$ cat config.mk
export PLATFORM = sky130hd
export DESIGN_NAME = output_wb_scheduler_flat
export DESIGN_NICKNAME = d
export VERILOG_FILES = /design/src/rtl/output_wb_scheduler_if.sv /design/src/rtl/output_wb_scheduler.sv /design/src/flat_wrapper.sv
export SDC_FILE = /design/constraint.sdc
export NUM_CORES = 1
export LEC_CHECK = 0
export BUFFER_PORTS_ARGS = -buffer_cell sky130_fd_sc_hd__buf_2
export CAP_MARGIN = 20
export CORE_AREA = 3 3 437 439
export CTS_BUF_LIST = sky130_fd_sc_hd__clkbuf_8 sky130_fd_sc_hd__clkbuf_16
export DETAILED_ROUTE_END_ITERATION = 7
export DIE_AREA = 0 0 440 442
export GPL_TIMING_DRIVEN = 0
export PLACE_DENSITY = 0.39
export SETUP_SLACK_MARGIN = 0.5
export SLEW_MARGIN = 40
export SYNTH_ARGS = -nofsm -noshare
export SYNTH_HDL_FRONTEND = slang
export SYNTH_SLANG_ARGS = --single-unit
$ cat constraint.sdc
create_clock -name clk -period 29.5 [get_ports clk]
set_clock_uncertainty 0.1 [all_clocks]
set_input_delay 2.95 -clock clk [delete_from_list [all_inputs] [get_ports clk]]
set_output_delay 2.95 -clock clk [all_outputs]
set_load 0.02 [all_outputs]
$ cat src/rtl/output_wb_scheduler_if.sv
// output_wb_scheduler_if
// Groups the request side and the output SRAM side of the writeback scheduler.
//   req     [3:0]    per-group writeback request (group g = bit g)
//   last    [3:0]    per-group last-partial flag, sampled with req
//   block   [1023:0] per-group 4x4 result tile, group g at [256g+255:256g]
//   gnt     [3:0]    one-hot, one-cycle accept pulse
//   en_o             output SRAM write enable
//   addr_o  [3:0]    output SRAM word address
//   wdata_o [63:0]   output SRAM write data
//   busy             high while a write burst is in progress
//   done             one-cycle pulse on the final beat of each burst
// The master modport is the requester/SRAM side; the slave modport is the scheduler.
interface output_wb_scheduler_if;
    logic [3:0]    req;
    logic [3:0]    last;
    logic [1023:0] block;
    logic [3:0]    gnt;
    logic          en_o;
    logic [3:0]    addr_o;
    logic [63:0]   wdata_o;
    logic          busy;
    logic          done;

    modport master (
        output req, last, block,
        input  gnt, en_o, addr_o, wdata_o, busy, done
    );

    modport slave (
        input  req, last, block,
        output gnt, en_o, addr_o, wdata_o, busy, done
    );
endinterface

$ cat src/rtl/output_wb_scheduler.sv
// output_wb_scheduler
// Round-robin writeback scheduler: picks one of four groups requesting a
// writeback, latches its 256-bit result tile and streams it to the output
// SRAM as four 64-bit beats (MSB word first) at addresses base(g) + 2k,
// base = {0,1,8,9}. A new pick can be made on the last beat so bursts run
// back to back without a bubble.
// Ports:
//   clk  rising-edge clock
//   rst  asynchronous active-high reset
//   bus  output_wb_scheduler_if.slave (req/last/block in; gnt/en_o/addr_o/
//        wdata_o/busy/done out)
// Optional feature, macro OWB_ACCUM_EN: per-group 256-bit accumulators.
// A grant with last=0 only accumulates (lanewise 16-bit wrap-around add) and
// pulses gnt; a grant with last=1 writes acc+block and clears the accumulator.
module output_wb_scheduler (
    input  logic                  clk,
    input  logic                  rst,
    output_wb_scheduler_if.slave  bus
);

    typedef enum logic {
        IDLE  = 1'b0,
        WRITE = 1'b1
    } state_t;

    state_t        state_q, state_d;
    logic [1:0]    k_q, k_d;
    logic [1:0]    grp_q, grp_d;
    logic [1:0]    ptr_q, ptr_d;
    logic [255:0]  tile_q, tile_d;
    logic [3:0]    gnt_q, gnt_d;
    logic          en_q, en_d;
    logic [3:0]    addr_q, addr_d;
    logic [63:0]   wdata_q, wdata_d;
    logic          done_q, done_d;

    logic          slot;
    logic          pick_valid;
    logic [1:0]    pick_g;
    logic [1:0]    cand;
    logic [255:0]  pick_block;

`ifdef OWB_ACCUM_EN
    logic [255:0]  acc_q [4];
    logic [255:0]  acc_d [4];
    logic [255:0]  acc_sum;

    // Sixteen independent 16-bit lanes; carries never cross a lane boundary.
    function automatic logic [255:0] lane_add(input logic [255:0] a, input logic [255:0] b);
        logic [255:0] s;
        s = '0;
        for (int i = 0; i < 16; i++) begin
            s[16*i +: 16] = a[16*i +: 16] + b[16*i +: 16];
        end
        return s;
    endfunction
`else
    wire unused_last = ^bus.last;
`endif

    function automatic logic [3:0] base_addr(input logic [1:0] g);
        logic [3:0] b;
        case (g)
            2'd0:    b = 4'd0;
            2'd1:    b = 4'd1;
            2'd2:    b = 4'd8;
            default: b = 4'd9;
        endcase
        return b;
    endfunction

    // An arbitration slot is any IDLE cycle or the final beat of a burst.
    assign slot = (state_q == IDLE) || (k_q == 2'd3);

    // Round-robin search starting one past the last granted group; the last
    // candidate (i == 4 wraps to ptr_q) is the previously granted group.
    always_comb begin
        pick_valid = 1'b0;
        pick_g     = '0;
        cand       = '0;
        for (int i = 1; i <= 4; i++) begin
            cand = ptr_q + 2'(i);
            if (!pick_valid && bus.req[cand]) begin
                pick_valid = 1'b1;
                pick_g     = cand;
            end
        end
    end

    assign pick_block = bus.block[{pick_g, 8'b0} +: 256];

    // Next-state logic. Output registers are computed from the next state so
    // beat 0 appears in the cycle right after the slot edge; in IDLE the
    // address/data registers simply hold.
    always_comb begin
        state_d = state_q;
        k_d     = k_q;
        grp_d   = grp_q;
        ptr_d   = ptr_q;
        tile_d  = tile_q;
        gnt_d   = '0;
        en_d    = 1'b0;
        addr_d  = addr_q;
        wdata_d = wdata_q;
        done_d  = 1'b0;
`ifdef OWB_ACCUM_EN
        acc_d   = acc_q;
        acc_sum = '0;
`endif

        if (state_q == WRITE) begin
            if (k_q == 2'd3) begin
                state_d = IDLE;
                k_d     = '0;
            end else begin
                k_d = k_q + 2'd1;
            end
        end

        if (slot && pick_valid) begin
            gnt_d = 4'b0001 << pick_g;
            ptr_d = pick_g;
            grp_d = pick_g;
`ifdef OWB_ACCUM_EN
            acc_sum = lane_add(acc_q[pick_g], pick_block);
            if (bus.last[pick_g]) begin
                tile_d         = acc_sum;
                acc_d[pick_g]  = '0;
                state_d        = WRITE;
                k_d            = '0;
            end else begin
                // Partial result: accumulate only, state falls back to IDLE.
                acc_d[pick_g]  = acc_sum;
            end
`else
            tile_d  = pick_block;
            state_d = WRITE;
            k_d     = '0;
`endif
        end

        if (state_d == WRITE) begin
            en_d    = 1'b1;
            addr_d  = base_addr(grp_d) + {1'b0, k_d, 1'b0};
            // Beat k carries tile[255-64k -: 64]; (3-k) == ~k for 2 bits.
            wdata_d = tile_d[{~k_d, 6'b0} +: 64];
            done_d  = (k_d == 2'd3);
        end
    end

    // State and output registers; reset puts the pointer at 3 so group 0
    // wins the first search.
    always_ff @(posedge clk or posedge rst) begin
        if (rst) begin
            state_q <= IDLE;
            k_q     <= '0;
            grp_q   <= '0;
            ptr_q   <= 2'd3;
            tile_q  <= '0;
            gnt_q   <= '0;
            en_q    <= 1'b0;
            addr_q  <= '0;
            wdata_q <= '0;
            done_q  <= 1'b0;
        end else begin
            state_q <= state_d;
            k_q     <= k_d;
            grp_q   <= grp_d;
            ptr_q   <= ptr_d;
            tile_q  <= tile_d;
            gnt_q   <= gnt_d;
            en_q    <= en_d;
            addr_q  <= addr_d;
            wdata_q <= wdata_d;
            done_q  <= done_d;
        end
    end

`ifdef OWB_ACCUM_EN
    always_ff @(posedge clk or posedge rst) begin
        if (rst) begin
            for (int g = 0; g < 4; g++) begin
                acc_q[g] <= '0;
            end
        end else begin
            for (int g = 0; g < 4; g++) begin
                acc_q[g] <= acc_d[g];
            end
        end
    end
`endif

    assign bus.gnt     = gnt_q;
    assign bus.en_o    = en_q;
    assign bus.addr_o  = addr_q;
    assign bus.wdata_o = wdata_q;
    assign bus.done    = done_q;
    assign bus.busy    = (state_q == WRITE);

endmodule

$ cat src/flat_wrapper.sv
// flat-port wrapper written by rule: the top's interface ports become plain ports
module output_wb_scheduler_flat 
  (clk, rst, bus_req, bus_last, bus_block, bus_gnt, bus_en_o, bus_addr_o, bus_wdata_o, bus_busy, bus_done);
  output_wb_scheduler_if bus_i ();
  input  logic clk;
  input  logic rst;
  input wire logic [$bits(bus_i.req)-1:0] bus_req;
  input wire logic [$bits(bus_i.last)-1:0] bus_last;
  input wire logic [$bits(bus_i.block)-1:0] bus_block;
  output wire logic [$bits(bus_i.gnt)-1:0] bus_gnt;
  output wire logic [$bits(bus_i.en_o)-1:0] bus_en_o;
  output wire logic [$bits(bus_i.addr_o)-1:0] bus_addr_o;
  output wire logic [$bits(bus_i.wdata_o)-1:0] bus_wdata_o;
  output wire logic [$bits(bus_i.busy)-1:0] bus_busy;
  output wire logic [$bits(bus_i.done)-1:0] bus_done;
  assign bus_i.req = bus_req;
  assign bus_i.last = bus_last;
  assign bus_i.block = bus_block;
  assign bus_gnt = bus_i.gnt;
  assign bus_en_o = bus_i.en_o;
  assign bus_addr_o = bus_i.addr_o;
  assign bus_wdata_o = bus_i.wdata_o;
  assign bus_busy = bus_i.busy;
  assign bus_done = bus_i.done;
  output_wb_scheduler u_core (.clk(clk), .rst(rst), .bus(bus_i));
endmodule
==> metrics.csv <==
stage,metric,value,unit
worst_hold_path,hold depth,2,
clock_tree,CTS-repair resized insts,0,
setup_path,slack of the worst reg-to-reg path,25.27,ns
final_layout,share of layout cells above drive strength 1,48.53,%
setup_path,CP required,29.90,ns
pwr,PD cells,117.2,nW/um^2
clock_tree,CTS sink cnt,336,
sta,PnR worst setup slack,23.46,ns
pwr,Gate power share,61.2,%
clock_tree,"Clk Latency, worst-skew pair",0.64,ns
setup_path,Crit path arrival time,6.44,ns
final_layout,synth-to-layout area growth,54.87,%
sta,RSZ-0062 raised after global routing,false,
yosys,Netlist cell types,46,
clock_tree,CTS tree,built,
yosys,top-count cell post-synth,dfrtp_1,
floorplan,Die Y,442,microns
yosys,main area contributors after synthesis,"dfrtp_1 (42%), mux2_2 (12%), a222oi_1 (10%)",
sta,Tightest Pin Transition,0.9591,ns
sta,Fin. Hold Viols,0,
setup_path,reg2reg end,u_core.bus.wdata_o[36]$_DFFE_PP0P_,
yosys,"Async S/R FF share, synth",100.0,%
floorplan,Initial Util,10.68,%
pwr,Clk network pwr share,16.2,%
floorplan,Core Area,187600,sq um
drt,wire per inst,33.98,microns
yosys,top_reg_cell synth,dfrtp_1,
drt,routed vias,24670,
clock_tree,clock root buffer,clkbuf_16,
drt,DRT iter0 DRCs,3152,
yosys,number of flops mapped to enable cells by yosys,0,
sta,final period demand of the worst path,6.037,ns
worst_hold_path,Min-Delay Endpoint,u_core.grp_q[1]$_DFF_PP0_,
final_layout,Nets,4296,
pwr,Sw Ratio,53.13,%
yosys,Post-Syn Instances,2077,
global_route,largest net degree at the start of global routing,71,
pwr,Leakage Power,14.09,nW
placed_design,Port Buffer Count,1104,
yosys,register area share after synthesis,41.97,%
yosys,synthesized flop and latch total,336,
clock_tree,Post-CTS Setup Inserts,0,
pwr,internal power,0.001705,W
yosys,Synth Cell Area,20040,sq um
sta,post-route setup TNS,0,ns
setup_path,critical path class,primary input to flip-flop,
drt,Residual DRC,9,
yosys,Synth Net Count,3112,
global_route,all-layer global routing usage,19.45,%
setup_path,crit start category,primary input,
sta,final setup fails,0,
yosys,"top cells by count, synth","dfrtp_1 (334), nand2_1 (309), o21ai_0 (237)",
floorplan,# IOs,1109,
drt,drt total wl,198.5,mm
floorplan,Die Width,440,microns
global_route,initial antenna violation count,127,
outcome,failing checks,design-rule violations,
pwr,worst vdd ir,0.04929,mV
setup_path,Crit. End Element,flip-flop,
clock_tree,clock slew at reported path FFs,0.06,ns
yosys,syn_area_per_cell,9.648,sq um
floorplan,FP Rows,159,
outcome,outcome,"finished, violations left",
final_layout,Final Non-Filler Cells,5842,
clock_tree,clock buffer depth,3,
setup_path,Worst Path Max Fanout,10,
drt,antenna-violating nets left,0,
sta,Max Slew Vio Count,0,
worst_hold_path,Hold Path Origin,u_core.grp_q[1]$_DFF_PP0_,
clock_tree,H-tree depth,2,
placed_design,cell total after placement,5704,
clock_tree,CTS buffer count,47,
sta,"Period Utilization, post-route",20.47,%
drt,DR pass1 iterations,8,
yosys,Synth warnings,0,
global_route,total gr overflow,0,
pwr,sequential share of power,22.6,%
placed_design,detailed placement HPWL,168.5,mm
floorplan,Die ar.,194500,sq um
yosys,share of the synthesized area in the top cell type,41.71,%
global_route,number of global-route vias before repair,24190,
pwr,Net Sw Power,0.001933,W
setup_path,Reg2Reg Depth,9,
run,max cap viols,0,
clock_tree,CTS Hold Buffers Added,0,
global_route,first-pass GRT wire length,247.8,mm
sta,fmax,165.6,MHz
placed_design,DP Worst Slack,22.72,ns
setup_path,RR Startpoint,u_core.k_q[0]$_DFF_PP0_,
sta,Rel. slew slack,35.38,%
yosys,"area leader, netlist",dfrtp_1,
drt,number of vias per cell,4.223,
worst_hold_path,hold crit path type,flip-flop to flip-flop,
placed_design,Final Wtd Congestion,0.8882,
## registers in the layout (all words and copies together), names as in the netlist
name,cells
u_core.bus.addr_o,4
u_core.bus.done,1
u_core.bus.en_o,1
u_core.bus.gnt,4
u_core.bus.wdata_o,64
u_core.grp_q,2
u_core.k_q,2
u_core.ptr_q,2
u_core.tile_q,256
## how the worst max path moves through the flow
stage	slack (ns)	to	cells after the start	start
4_1_cts	23.39	u_core.bus.wdata_o[36]$_DFFE_PP0P_	9	bus_req[3]
6_report	23.46	u_core.bus.wdata_o[36]$_DFFE_PP0P_	9	bus_req[3]
2_1_floorplan	17.14	u_core.bus.addr_o[0]$_DFFE_PP0P_	1	rst
3_3_place_gp	11.31	u_core.tile_q[160]$_DFF_PP0_	2	rst
3_5_place_dp	22.72	u_core.bus.wdata_o[36]$_DFFE_PP0P_	9	bus_req[3]
5_1_grt	23.38	u_core.tile_q[78]$_DFF_PP0_	10	bus_req[3]
## power groups by stage
stage	sequential (W)	combinational, W	clock (W)
final	0.000822	0.00223	0.000589
after floorplan	0.000835	0.00101	0
after global placement	0.000826	0.00219	0
after detailed placement	0.000829	0.00228	0
after global routing	0.000846	0.00238	0.000626
after CTS	0.000823	0.00228	0.000608
## cell usage in the layout (no fill, tap or decap), types with 18 or more instances in the layout
| cell | instances |
|---|---|
| buf_2 | 1199 |
| dfrtp_1 | 334 |
| nand2_1 | 307 |
| o21ai_0 | 217 |
| mux2_2 | 208 |
| a222oi_1 | 201 |
| nor2_1 | 85 |
| clkbuf_1 | 69 |
| a21oi_1 | 69 |
| mux2i_1 | 66 |
| a221o_1 | 57 |
| clkbuf_2 | 49 |
| diode_2 | 48 |
| clkbuf_16 | 47 |
| o21ai_1 | 46 |
| inv_1 | 30 |
| o31ai_1 | 30 |
| a22oi_1 | 28 |
| a221oi_1 | 23 |
| a31oi_1 | 19 |
| nand3b_1 | 18 |
| nand3_1 | 18 |
| a311oi_1 | 18 |
## metal layers
layer	track usage, %	up-vias	part of all wire [%]
li1	-	10570	-
met1	23.32	12470	39
met2	34.78	1359	50
met3	4.610	246	8.1
met4	4.434	30	2.6
met5	0	-	0.099
## worst max-delay path, stage by stage
cell	delay, ns
buf_2	0.15
nor2_1	0.38
nand2_1	0.13
nand2_2	0.43
buf_2	0.55
buf_2	0.55
buf_2	0.58
a21oi_1	0.27
a221o_1	0.38
## cell type report
class	count	area (sq um)
clock inverter	30	255.2
sequential	336	8411
clock buffer	57	1314
antenna	48	120.1
fill	21310	156600
inverter	17	71.32
multi-input combinational	1501	10710
timing repair buffer	1135	5971
tap	2495	3122
buffer	223	1056
## cell families after synthesis
kind of cell,Yosys count,share of synthesized area [%]
AO/OA/AOI/OAI,761,27.84
adder cells (fa/ha/maj),1,0.06243
buffers and inverters,240,5.245
flip-flops,336,41.97
multiplexers,286,15.66
AND/OR/NAND/NOR,453,9.223
## metrics by stage
step / utilization [%] / power [W] / hold WS [ns] / cell area, sq um
4_1_cts: 16.47 / 0.003714 / 0.3768 / 30890
2_1_floorplan: - / 0.001840 / 0.3405 / 20040
3_3_place_gp: 15.29 / 0.003014 / 0.3540 / 28690
5_1_grt: 16.49 / 0.003850 / 0.4010 / 30940
3_5_place_dp: 15.63 / 0.003106 / 0.3621 / 29330
6_report: 16.54 / 0.003638 / 0.3747 / 31030
Power figures use the tool's default switching activity.
